===== src/rtl/divisor_ctrl_4b_pkg.sv =====
// Shared types and constants for the button-driven 4-bit divider controller.
// Provides operand width, FSM state encoding, the error LED pattern and a
// small wrap-around increment/decrement helper used by both edit states.
package divisor_pkg;

  localparam int W = 4;

  typedef enum logic [2:0] {
    S_NUM    = 3'd0,
    S_DEN    = 3'd1,
    S_START  = 3'd2,
    S_WAIT   = 3'd3,
    S_SHOW_Q = 3'd4,
    S_SHOW_R = 3'd5,
    S_ERR    = 3'd6
  } state_t;

  localparam logic [W-1:0] LED_ERR = 4'hF;

  // Modulo-2^W step; simultaneous up and down cancel out.
  function automatic logic [W-1:0] step_val(input logic [W-1:0] v,
                                            input logic inc,
                                            input logic dec);
    logic [W-1:0] r;
    r = v;
    if (inc && !dec) r = v + 1'b1;
    else if (dec && !inc) r = v - 1'b1;
    return r;
  endfunction

endpackage


===== src/rtl/divisor_ctrl_4b_if.sv =====
// Start/done handshake between the controller and the iterative divider datapath.
// master (controller): drives dv_start/dv_num/dv_den, receives dv_done/dv_quo/dv_rem.
// slave (datapath): the mirror image. Operands stay stable from start until done.
interface divisor_ctrl_4b_if #(
  parameter int W = 4
);
  logic         dv_start;
  logic [W-1:0] dv_num;
  logic [W-1:0] dv_den;
  logic         dv_done;
  logic [W-1:0] dv_quo;
  logic [W-1:0] dv_rem;

  modport master (
    output dv_start, dv_num, dv_den,
    input  dv_done, dv_quo, dv_rem
  );

  modport slave (
    input  dv_start, dv_num, dv_den,
    output dv_done, dv_quo, dv_rem
  );
endinterface


===== src/rtl/divisor_ctrl_4b_btn_cond.sv =====
// Button conditioner: 2-flop synchronizer, optional debounce, rising-edge pulse.
// Latency: registered 1-cycle press pulse 3 cycles after the raw edge (3+DEB_CYCLES with DEBOUNCE_EN).
// Ports: clk, rst (async active-low), raw (button), press (1-cycle pulse). Macro: DEBOUNCE_EN.
module btn_cond #(
  parameter int DEB_CYCLES = 16
) (
  input  logic clk,
  input  logic rst,
  input  logic raw,
  output logic press
);

  logic sync1, sync2;
  logic level;
  logic level_q;

  always_ff @(posedge clk or negedge rst) begin
    if (!rst) begin
      sync1 <= 1'b0;
      sync2 <= 1'b0;
    end else begin
      sync1 <= raw;
      sync2 <= sync1;
    end
  end

`ifdef DEBOUNCE_EN
  localparam int DW = $clog2(DEB_CYCLES + 1);

  logic          deb_level;
  logic [DW-1:0] deb_cnt;

  // Count consecutive synced samples that disagree with the accepted level;
  // the new level is taken on the DEB_CYCLES-th such sample in a row.
  always_ff @(posedge clk or negedge rst) begin
    if (!rst) begin
      deb_level <= 1'b0;
      deb_cnt   <= '0;
    end else if (sync2 != deb_level) begin
      if (deb_cnt == DW'(DEB_CYCLES - 1)) begin
        deb_level <= sync2;
        deb_cnt   <= '0;
      end else begin
        deb_cnt <= deb_cnt + 1'b1;
      end
    end else begin
      deb_cnt <= '0;
    end
  end

  assign level = deb_level;
`else
  logic deb_unused;
  assign deb_unused = (DEB_CYCLES == 0);
  assign level      = sync2;
`endif

  always_ff @(posedge clk or negedge rst) begin
    if (!rst) begin
      level_q <= 1'b0;
      press   <= 1'b0;
    end else begin
      level_q <= level;
      press   <= level & ~level_q;
    end
  end

endmodule


===== src/rtl/divisor_ctrl_4b.sv =====
// Sequencer for the button-driven 4-bit divider: edit num/den, launch datapath, show quo/rem.
// Latency: state and registered outputs update the cycle after a press pulse; dv_start is 1 cycle.
// Ports: clk, rst (async active-low), up/down/ok buttons, leds/busy/err, dv (datapath master). Macro: DEBOUNCE_EN.
module divisor_ctrl_4b
  import divisor_pkg::*;
#(
  parameter int TIMEOUT    = 32,
  parameter int DEB_CYCLES = 16
) (
  input  logic             clk,
  input  logic             rst,
  input  logic             up,
  input  logic             down,
  input  logic             ok,
  output logic [W-1:0]     leds,
  output logic             busy,
  output logic             err,
  divisor_ctrl_4b_if.master dv
);

  localparam int CNT_W = $clog2(TIMEOUT + 1);

  logic up_p, down_p, ok_p;

  btn_cond #(.DEB_CYCLES(DEB_CYCLES)) u_btn_up (
    .clk(clk), .rst(rst), .raw(up), .press(up_p)
  );
  btn_cond #(.DEB_CYCLES(DEB_CYCLES)) u_btn_down (
    .clk(clk), .rst(rst), .raw(down), .press(down_p)
  );
  btn_cond #(.DEB_CYCLES(DEB_CYCLES)) u_btn_ok (
    .clk(clk), .rst(rst), .raw(ok), .press(ok_p)
  );

  state_t             state, state_nxt;
  logic [W-1:0]       num, num_nxt;
  logic [W-1:0]       den, den_nxt;
  logic [W-1:0]       quo_r, quo_nxt;
  logic [W-1:0]       rem_r, rem_nxt;
  logic [CNT_W-1:0]   cnt, cnt_nxt;
  logic [W-1:0]       leds_nxt;
  logic               busy_nxt, err_nxt, start_nxt;
  logic               start_q;

  assign dv.dv_start = start_q;
  assign dv.dv_num   = num;
  assign dv.dv_den   = den;

  always_ff @(posedge clk or negedge rst) begin
    if (!rst) begin
      state   <= S_NUM;
      num     <= '0;
      den     <= '0;
      quo_r   <= '0;
      rem_r   <= '0;
      cnt     <= '0;
      leds    <= '0;
      busy    <= 1'b0;
      err     <= 1'b0;
      start_q <= 1'b0;
    end else begin
      state   <= state_nxt;
      num     <= num_nxt;
      den     <= den_nxt;
      quo_r   <= quo_nxt;
      rem_r   <= rem_nxt;
      cnt     <= cnt_nxt;
      leds    <= leds_nxt;
      busy    <= busy_nxt;
      err     <= err_nxt;
      start_q <= start_nxt;
    end
  end

  always_comb begin
    state_nxt = state;
    num_nxt   = num;
    den_nxt   = den;
    quo_nxt   = quo_r;
    rem_nxt   = rem_r;
    cnt_nxt   = cnt;

    case (state)
      S_NUM: begin
        num_nxt = step_val(num, up_p, down_p);
        if (ok_p) begin
          state_nxt = S_DEN;
          den_nxt   = '0;
        end
      end
      S_DEN: begin
        den_nxt = step_val(den, up_p, down_p);
        // The zero check uses the value the user saw when pressing ok.
        if (ok_p) state_nxt = (den == '0) ? S_ERR : S_START;
      end
      S_START: begin
        state_nxt = S_WAIT;
        cnt_nxt   = '0;
      end
      S_WAIT: begin
        // A completion arriving on the expiry cycle still counts as success.
        if (dv.dv_done) begin
          quo_nxt   = dv.dv_quo;
          rem_nxt   = dv.dv_rem;
          state_nxt = S_SHOW_Q;
        end else if (cnt == CNT_W'(TIMEOUT - 1)) begin
          state_nxt = S_ERR;
        end else begin
          cnt_nxt = cnt + 1'b1;
        end
      end
      S_SHOW_Q: if (ok_p) state_nxt = S_SHOW_R;
      S_SHOW_R: if (ok_p) state_nxt = S_NUM;
      S_ERR: begin
        if (ok_p) begin
          state_nxt = S_DEN;
          den_nxt   = '0;
        end
      end
      default: state_nxt = S_NUM;
    endcase
  end

  // Outputs are decoded from the next state so the registered copies line up
  // with the state register instead of trailing it by a cycle.
  always_comb begin
    leds_nxt  = '0;
    busy_nxt  = 1'b0;
    err_nxt   = 1'b0;
    start_nxt = 1'b0;
    case (state_nxt)
      S_NUM:    leds_nxt = num_nxt;
      S_DEN:    leds_nxt = den_nxt;
      S_START: begin
        leds_nxt  = den_nxt;
        busy_nxt  = 1'b1;
        start_nxt = 1'b1;
      end
      S_WAIT: begin
        leds_nxt = den_nxt;
        busy_nxt = 1'b1;
      end
      S_SHOW_Q: leds_nxt = quo_nxt;
      S_SHOW_R: leds_nxt = rem_nxt;
      S_ERR: begin
        leds_nxt = LED_ERR;
        err_nxt  = 1'b1;
      end
      default:  leds_nxt = '0;
    endcase
  end

endmodule


===== src/flat_wrapper.sv =====
// flat-port wrapper written by rule: the top's interface ports become plain ports
module divisor_ctrl_4b_flat import divisor_pkg::*;
#(
  parameter int TIMEOUT    = 32,
  parameter int DEB_CYCLES = 16
)
  (clk, rst, up, down, ok, leds, busy, err, dv_dv_start, dv_dv_num, dv_dv_den, dv_dv_done, dv_dv_quo, dv_dv_rem);
  divisor_ctrl_4b_if #(.W(4)) dv_i ();
  input  logic clk;
  input  logic rst;
  input  logic up;
  input  logic down;
  input  logic ok;
  output logic [W-1:0] leds;
  output logic busy;
  output logic err;
  output wire logic [$bits(dv_i.dv_start)-1:0] dv_dv_start;
  output wire logic [$bits(dv_i.dv_num)-1:0] dv_dv_num;
  output wire logic [$bits(dv_i.dv_den)-1:0] dv_dv_den;
  input wire logic [$bits(dv_i.dv_done)-1:0] dv_dv_done;
  input wire logic [$bits(dv_i.dv_quo)-1:0] dv_dv_quo;
  input wire logic [$bits(dv_i.dv_rem)-1:0] dv_dv_rem;
  assign dv_dv_start = dv_i.dv_start;
  assign dv_dv_num = dv_i.dv_num;
  assign dv_dv_den = dv_i.dv_den;
  assign dv_i.dv_done = dv_dv_done;
  assign dv_i.dv_quo = dv_dv_quo;
  assign dv_i.dv_rem = dv_dv_rem;
  divisor_ctrl_4b #(.TIMEOUT(TIMEOUT), .DEB_CYCLES(DEB_CYCLES)) u_core (.clk(clk), .rst(rst), .up(up), .down(down), .ok(ok), .leds(leds), .busy(busy), .err(err), .dv(dv_i));
endmodule

===== config.mk =====
export PLATFORM = sky130hd
export DESIGN_NAME = divisor_ctrl_4b_flat
export DESIGN_NICKNAME = d
export VERILOG_FILES = /design/src/rtl/divisor_ctrl_4b_pkg.sv /design/src/rtl/divisor_ctrl_4b_if.sv /design/src/rtl/divisor_ctrl_4b_btn_cond.sv /design/src/rtl/divisor_ctrl_4b.sv /design/src/flat_wrapper.sv
export SDC_FILE = /design/constraint.sdc
export NUM_CORES = 1
export LEC_CHECK = 0
export CELL_PAD_IN_SITES_DETAIL_PLACEMENT = 1
export CELL_PAD_IN_SITES_GLOBAL_PLACEMENT = 1
export CORE_MARGIN = 10
export CORE_UTILIZATION = 43
export CTS_CLUSTER_SIZE = 16
export DETAILED_ROUTE_END_ITERATION = 6
export GPL_ROUTABILITY_DRIVEN = 0
export GPL_TIMING_DRIVEN = 1
export PLACE_DENSITY_LB_ADDON = 0.1
export SLEW_MARGIN = 20
export SYNTH_ARGS = -nofsm -noshare
export SYNTH_HDL_FRONTEND = slang
export SYNTH_HIERARCHICAL = 1
export SYNTH_SLANG_ARGS = --single-unit

===== constraint.sdc =====
create_clock -name clk -period 3.56 [get_ports clk]
set_clock_uncertainty 0.1 [all_clocks]
set_input_delay 1.068 -clock clk [delete_from_list [all_inputs] [get_ports clk]]
set_output_delay 1.068 -clock clk [all_outputs]
set_load 0.01 [all_outputs]

After elaboration in Yosys (flattened, before gate mapping)
Cells that the tools add are included.

operators by class
  $add $sub $neg = 5
  equal/unequal tests = 15
  multiplexer cells = 26
  bitwise gates (word level) = 6
  reductions and logical operators = 12

operator list
  kind                                                                   count
  4-bit two-way mux                                                      10
  3-bit two-way mux                                                      7
  4-bit one-hot mux with 5 select lines                                  1
  3-bit equality test, second input constant                             6
  3-bit one-hot mux with 6 select lines                                  1
  3-bit by 2-bit equality test with 1-bit output, second input constant  4
  6-bit two-way mux                                                      2
  6-bit one-hot mux with 2 select lines                                  1
  4-bit by 1-bit adder with 4-bit output, second input constant          2
  4-bit one-hot mux with 2 select lines                                  1
  4-bit by 1-bit subtractor with 4-bit output, second input constant     2
  6-bit by 1-bit adder with 6-bit output, second input constant          1
  3-bit by 1-bit equality test with 1-bit output, second input constant  2
  6-bit by 5-bit equality test with 1-bit output, second input constant  1
  3-bit zero test                                                        2
  4-bit zero test                                                        1
  2-bit inequality test, second input constant                           2
  2-bit OR reduction                                                     2
  1-bit AND                                                              3
  1-bit two-way mux                                                      3
  1-bit inverter                                                         3
  3-bit AND reduction                                                    1
  3-bit OR reduction                                                     1
  1-bit logical AND                                                      2
  other kinds (2)                                                        3

word-level totals
  bits in registers = 44
  input port bits = 14
  output and inout port bits = 15
  word-level logic and storage cells = 86

Logic depth before layout (Yosys ltp)
  depth in word-level cells = 7
  depth in mapped cells = 7
  mapped depth without buffers = 7

By module
The synthesis kept the hierarchy.

modules (own cells, without submodules)
  module           times used  cells each  area each (µm²)  seq. area each (µm²)
  divisor_ctrl_4b  1           188         2,006.9          800.8
  btn_cond         3           5           113.9            100.1

Worst setup path before layout
No wires, ideal clock.

  kind = input -> register
  from = in dv_dv_done
  to = reg u_core.leds[2]
  setup time = 0.145 ns
  arrival = 1.895 ns
  required time = 3.315 ns
  path slack = 1.420 ns
  stages = 5
  buffers on the path = 0
  path through = nand4b_4 mux2_2 a22oi_1 or2b_1 o311ai_2

on the way
  elaborated cells on any way between the ends = 15
  those cells by class = eq/ne (6); mux (7); reduce/logical (2)

RTL lines
  item                                   RTL line                source
  from (decl)                            flat_wrapper.sv:20      input wire logic [$bits(dv_i.dv_done)-1:0] dv_dv_done;
  4-bit two-way mux                      divisor_ctrl_4b.sv:102  if (dv.dv_done) begin
  4-bit two-way mux                      divisor_ctrl_4b.sv:83   case (state)
  net u_core.quo_nxt[2]                  divisor_ctrl_4b.sv:38   logic [W-1:0] quo_r, quo_nxt;
  4-bit one-hot mux with 5 select lines  divisor_ctrl_4b.sv:131  case (state_nxt)
  net u_core.leds_nxt[2]                 divisor_ctrl_4b.sv:41   logic [W-1:0] leds_nxt;
  to (signal assigned)                   divisor_ctrl_4b.sv:68   leds <= leds_nxt;
  to (decl)                              divisor_ctrl_4b.sv:15   output logic [W-1:0] leds,

The timed path passes the listed nets, and every way through them passes these cells.
A chain may end at the register's enable or synchronous reset.

Final worst setup path
  from = in dv_dv_done
  to = reg u_core.leds[2]

on the way
  longest elaborated chain between the ends = 5
  elaborated cells on any way between the ends = 15
  those cells by class = eq/ne (6); mux (7); reduce/logical (2)

ends and longest elaborated chain
  item                                                                                                              RTL line
  3-bit two-way mux                                                                                                 divisor_ctrl_4b.sv:102
  3-bit one-hot mux with 6 select lines                                                                             divisor_ctrl_4b.sv:83
  3-bit by 1-bit equality test with 1-bit output or 3-bit by 2-bit equality test with 1-bit output (tied branches)  divisor_ctrl_4b.sv:131
  3-bit OR reduction (no source line)                                                                               -
  4-bit one-hot mux with 5 select lines (*)                                                                         divisor_ctrl_4b.sv:131
  net u_core.leds_nxt[2]                                                                                            divisor_ctrl_4b.sv:41

Mark *: on every way through the listed nets, which the timed path passes. The rest lies on a longest branch.

==> flow_metrics.env <==
export IMPL_initial_core_util_pct=45.12
export IMPL_h_tree_depth=2
export IMPL_drt_total_wl_mm=5.375
export IMPL_grt_overflow=0
export IMPL_final_setup_viol_count=0
export IMPL_yosysUniqueCellTypes=57
export IMPL_tightest_slew_ns=0.8474
export IMPL_pin_count=29
export IMPL_p_int_w=0.001390
export IMPL_leakage_nw=1.154
export IMPL_hp_class="flop to flop"
export IMPL_ant_nets=0
export IMPL_ctsResizeCount=0
export IMPL_fin_area_sq_um=2768
export IMPL_period_minus_slack_ns=2.680
export IMPL_cp_arrival_ns=2.74
export IMPL_fin_hold_ws_ns=0.2568
export IMPL_final_common_cell="dfrtp_1"
export IMPL_status="finished clean"
export IMPL_grt_pass1_vias=1855
export IMPL_synth_area_leaders="dfrtp_1, mux2_2, ha_1"
export IMPL_yosys_warnings=6
export IMPL_synthArstFlopShare_pct=100.0
export IMPL_critical_path_class="input port to flop"
export IMPL_area_growth_pct=17.85
export IMPL_syn_area_sq_um=2349
export IMPL_port_buffers=28
export IMPL_clock_tree_root_cell="clkbuf_8"
export IMPL_numCtsBuffers=5
export IMPL_final_nets=249
export IMPL_switchingPower_w=0.0008709
export IMPL_hold_viol=0
export IMPL_seqPwrFrac_pct=38.4
export IMPL_fin_tns_setup_ns=0
export IMPL_rsz0062_at_grt="no"
export IMPL_worstSetupEndpointType="flop"
export IMPL_cts_tree="done"
export IMPL_dr_total_vias=1652
export IMPL_syn_nets=223
export IMPL_drive_gt1_share_pct=16.52
export IMPL_relSlewSlack_pct=43.51
export IMPL_postCtsSetupBuffers=0
export IMPL_place_ws_ns=0.6210
export IMPL_cp_data_required_time_ns=3.62
export IMPL_via_per_inst=5.507
export IMPL_dieWidth_um=93.90
export IMPL_insertedDiodeCount=0
export IMPL_synth_largest_area_cell="dfrtp_1"
export IMPL_ys_seq_area_share_pct=46.88
export IMPL_wl_per_cell_um=17.92
export IMPL_drtIter0Drc=111
export IMPL_syn_area_per_cell_sq_um=11.57
export IMPL_slew_viol_final=0
export IMPL_postSynthCellCount=203
export IMPL_synth_edf_count=0
export IMPL_layout_cells_non_filler=300
export IMPL_cap_violations=0
export IMPL_netlist_area_leader_share_pct=46.88
export IMPL_synth_ff_latch_count=44
export IMPL_dieHeight_um=93.90
export IMPL_rows=26
export IMPL_grt_pass1_wl_mm=9.025
export IMPL_peakVddDrop_uv=409.6
export IMPL_hpwl_mm=4.057
export IMPL_clk_pin_slew_ns=0.08
export IMPL_max_freq_ghz=0.3731
export IMPL_p_comb_share_pct=45.1
export IMPL_finalCritPeriodShare_pct=75.28
export IMPL_p_clk_share_pct=16.5
export IMPL_power_density_nw_per_um2=816.8
export IMPL_hold_buffers=0
export IMPL_synthFlopType="dfrtp_1"
export IMPL_path_max_fanout=5
export IMPL_core_area_sq_um=5205
export IMPL_grt_max_degree=45
export IMPL_dp_cells=291
export IMPL_first_pass_iters=4
export IMPL_place_area_sq_um=2640
export IMPL_clk_path_buf_depth=2
export IMPL_switching_share_pct=38.53
export IMPL_worst_setup_path_start_kind="input port"
export IMPL_n_fill_cell=557
export IMPL_antenna_found_initial=0
export IMPL_track_usage_pct=12.87
export IMPL_cts_sinks=44
export IMPL_final_cell_mix="dfrtp_1, clkdlybuf4s50_1, nor2_1"
export IMPL_dieArea_sq_um=8817
export IMPL_route_detailed_drc=0
export IMPL_setup_ws_ns=0.8801
export IMPL_clock_latency_ns=0.30
==> cell type report <==
class,count,area [sq um],share of cell area (%)
clock buffers,6,72.57,2.622
clock inverters,2,35.03,1.266
inverters,9,33.78,1.221
multi-input cells,140,1142,41.28
flip-flops and latches,44,1101,39.78
well taps,70,87.58,3.165
repair buffers,29,295.3,10.67
==> per-layer routing <==
| metal | GRT usage (%) | up-vias | wire, um | part of all wire (%) |
|---|---|---|---|---|
| met5 | 0 | - | 0 | 0 |
| met4 | 3.291 | 0 | 65 | 1.2 |
| met3 | 4.636 | 9 | 276 | 5.1 |
| met2 | 22.98 | 23 | 2866 | 53 |
| met1 | 14.06 | 841 | 2166 | 40 |
| li1 | - | 779 | - | - |
==> power by group through the flow <==
stage / Combinational (W) / Clock (W) / Sequential (W)
floorplan: 0.000739 / 0 / 0.000818
global placement: 0.000984 / 0 / 0.000863
detailed placement: 0.00103 / 0 / 0.000879
CTS: 0.00103 / 0.000387 / 0.000869
global route: 0.00114 / 0.000413 / 0.000900
finish: 0.00102 / 0.000373 / 0.000868
==> critical path: stages <==
cell             delay, ns
clkdlybuf4s50_1       0.53
a311oi_1              0.56
nor3_1                0.24
nand2_1               0.22
o311ai_2              0.13
==> sequential cells by signal, indices dropped and copies added (netlist names), 3 cells and up <==
name              flops
u_core/cnt            6
u_core/dv.dv_den      4
u_core/dv.dv_num      4
u_core/leds           4
u_core/quo_r          4
u_core/rem_r          4
u_core/state          3
==> kinds of logic (layout without fill, tap and decap cells) <==
kind of cell             after synthesis  in the layout  synth area share, %
XOR/XNOR                               9              9                3.676
adder cells (fa/ha/maj)                6              6                3.197
AND/OR/NAND/NOR                       74             74                20.57
buffers and inverters                 19             46                4.475
AO/OA/AOI/OAI                         41             41                16.46
multiplexers                          10             10                4.742
flip-flops                            44             44                46.88
==> final timing paths <==
path                                       startpoint                      end  slack [ns]  cells past startpoint
worst max-delay path                       dv_dv_done           u_core/leds[2]        0.88                      5
worst min-delay path            u_core/u_btn_up/sync1    u_core/u_btn_up/level        0.26                      0
worst max register to register        u_core/state[0]           u_core/leds[1]        1.07                      4
worst min register to register  u_core/u_btn_up/sync1    u_core/u_btn_up/level        0.26                      0
max in group asynchronous                         rst  u_core/u_btn_up/level_q        2.35                      2
min in group asynchronous                         rst      u_core/dv.dv_den[1]        0.54                      1
==> per-stage QoR <==
stage | util (%) | power [W]
2_1_floorplan | - | 0.001557
5_1_grt | 53.17 | 0.002449
3_5_place_dp | 50.72 | 0.001906
4_1_cts | 52.79 | 0.002290
3_3_place_gp | 50.72 | 0.001847
6_report | 53.17 | 0.002261
==> synth_stat cells, drive strengths merged, types with 2 or more instances <==
cell type,count
o31ai,3
a21oi,4
mux2,9
nand2,9
or3,4
nor2,14
nand2b,5
nand3,6
o21ai,4
inv,9
nand4b,3
ha,6
clkbuf,2
dfrtp,44
a2111oi,3
nand3b,5
a22oi,3
o311ai,4
xnor2,8
a22o,4
and3,5
a211oi,3
buf,8
o211ai,3
or2b,2
and2,6
nor3,3
nor2b,6
(Power assumes the default switching activity.)
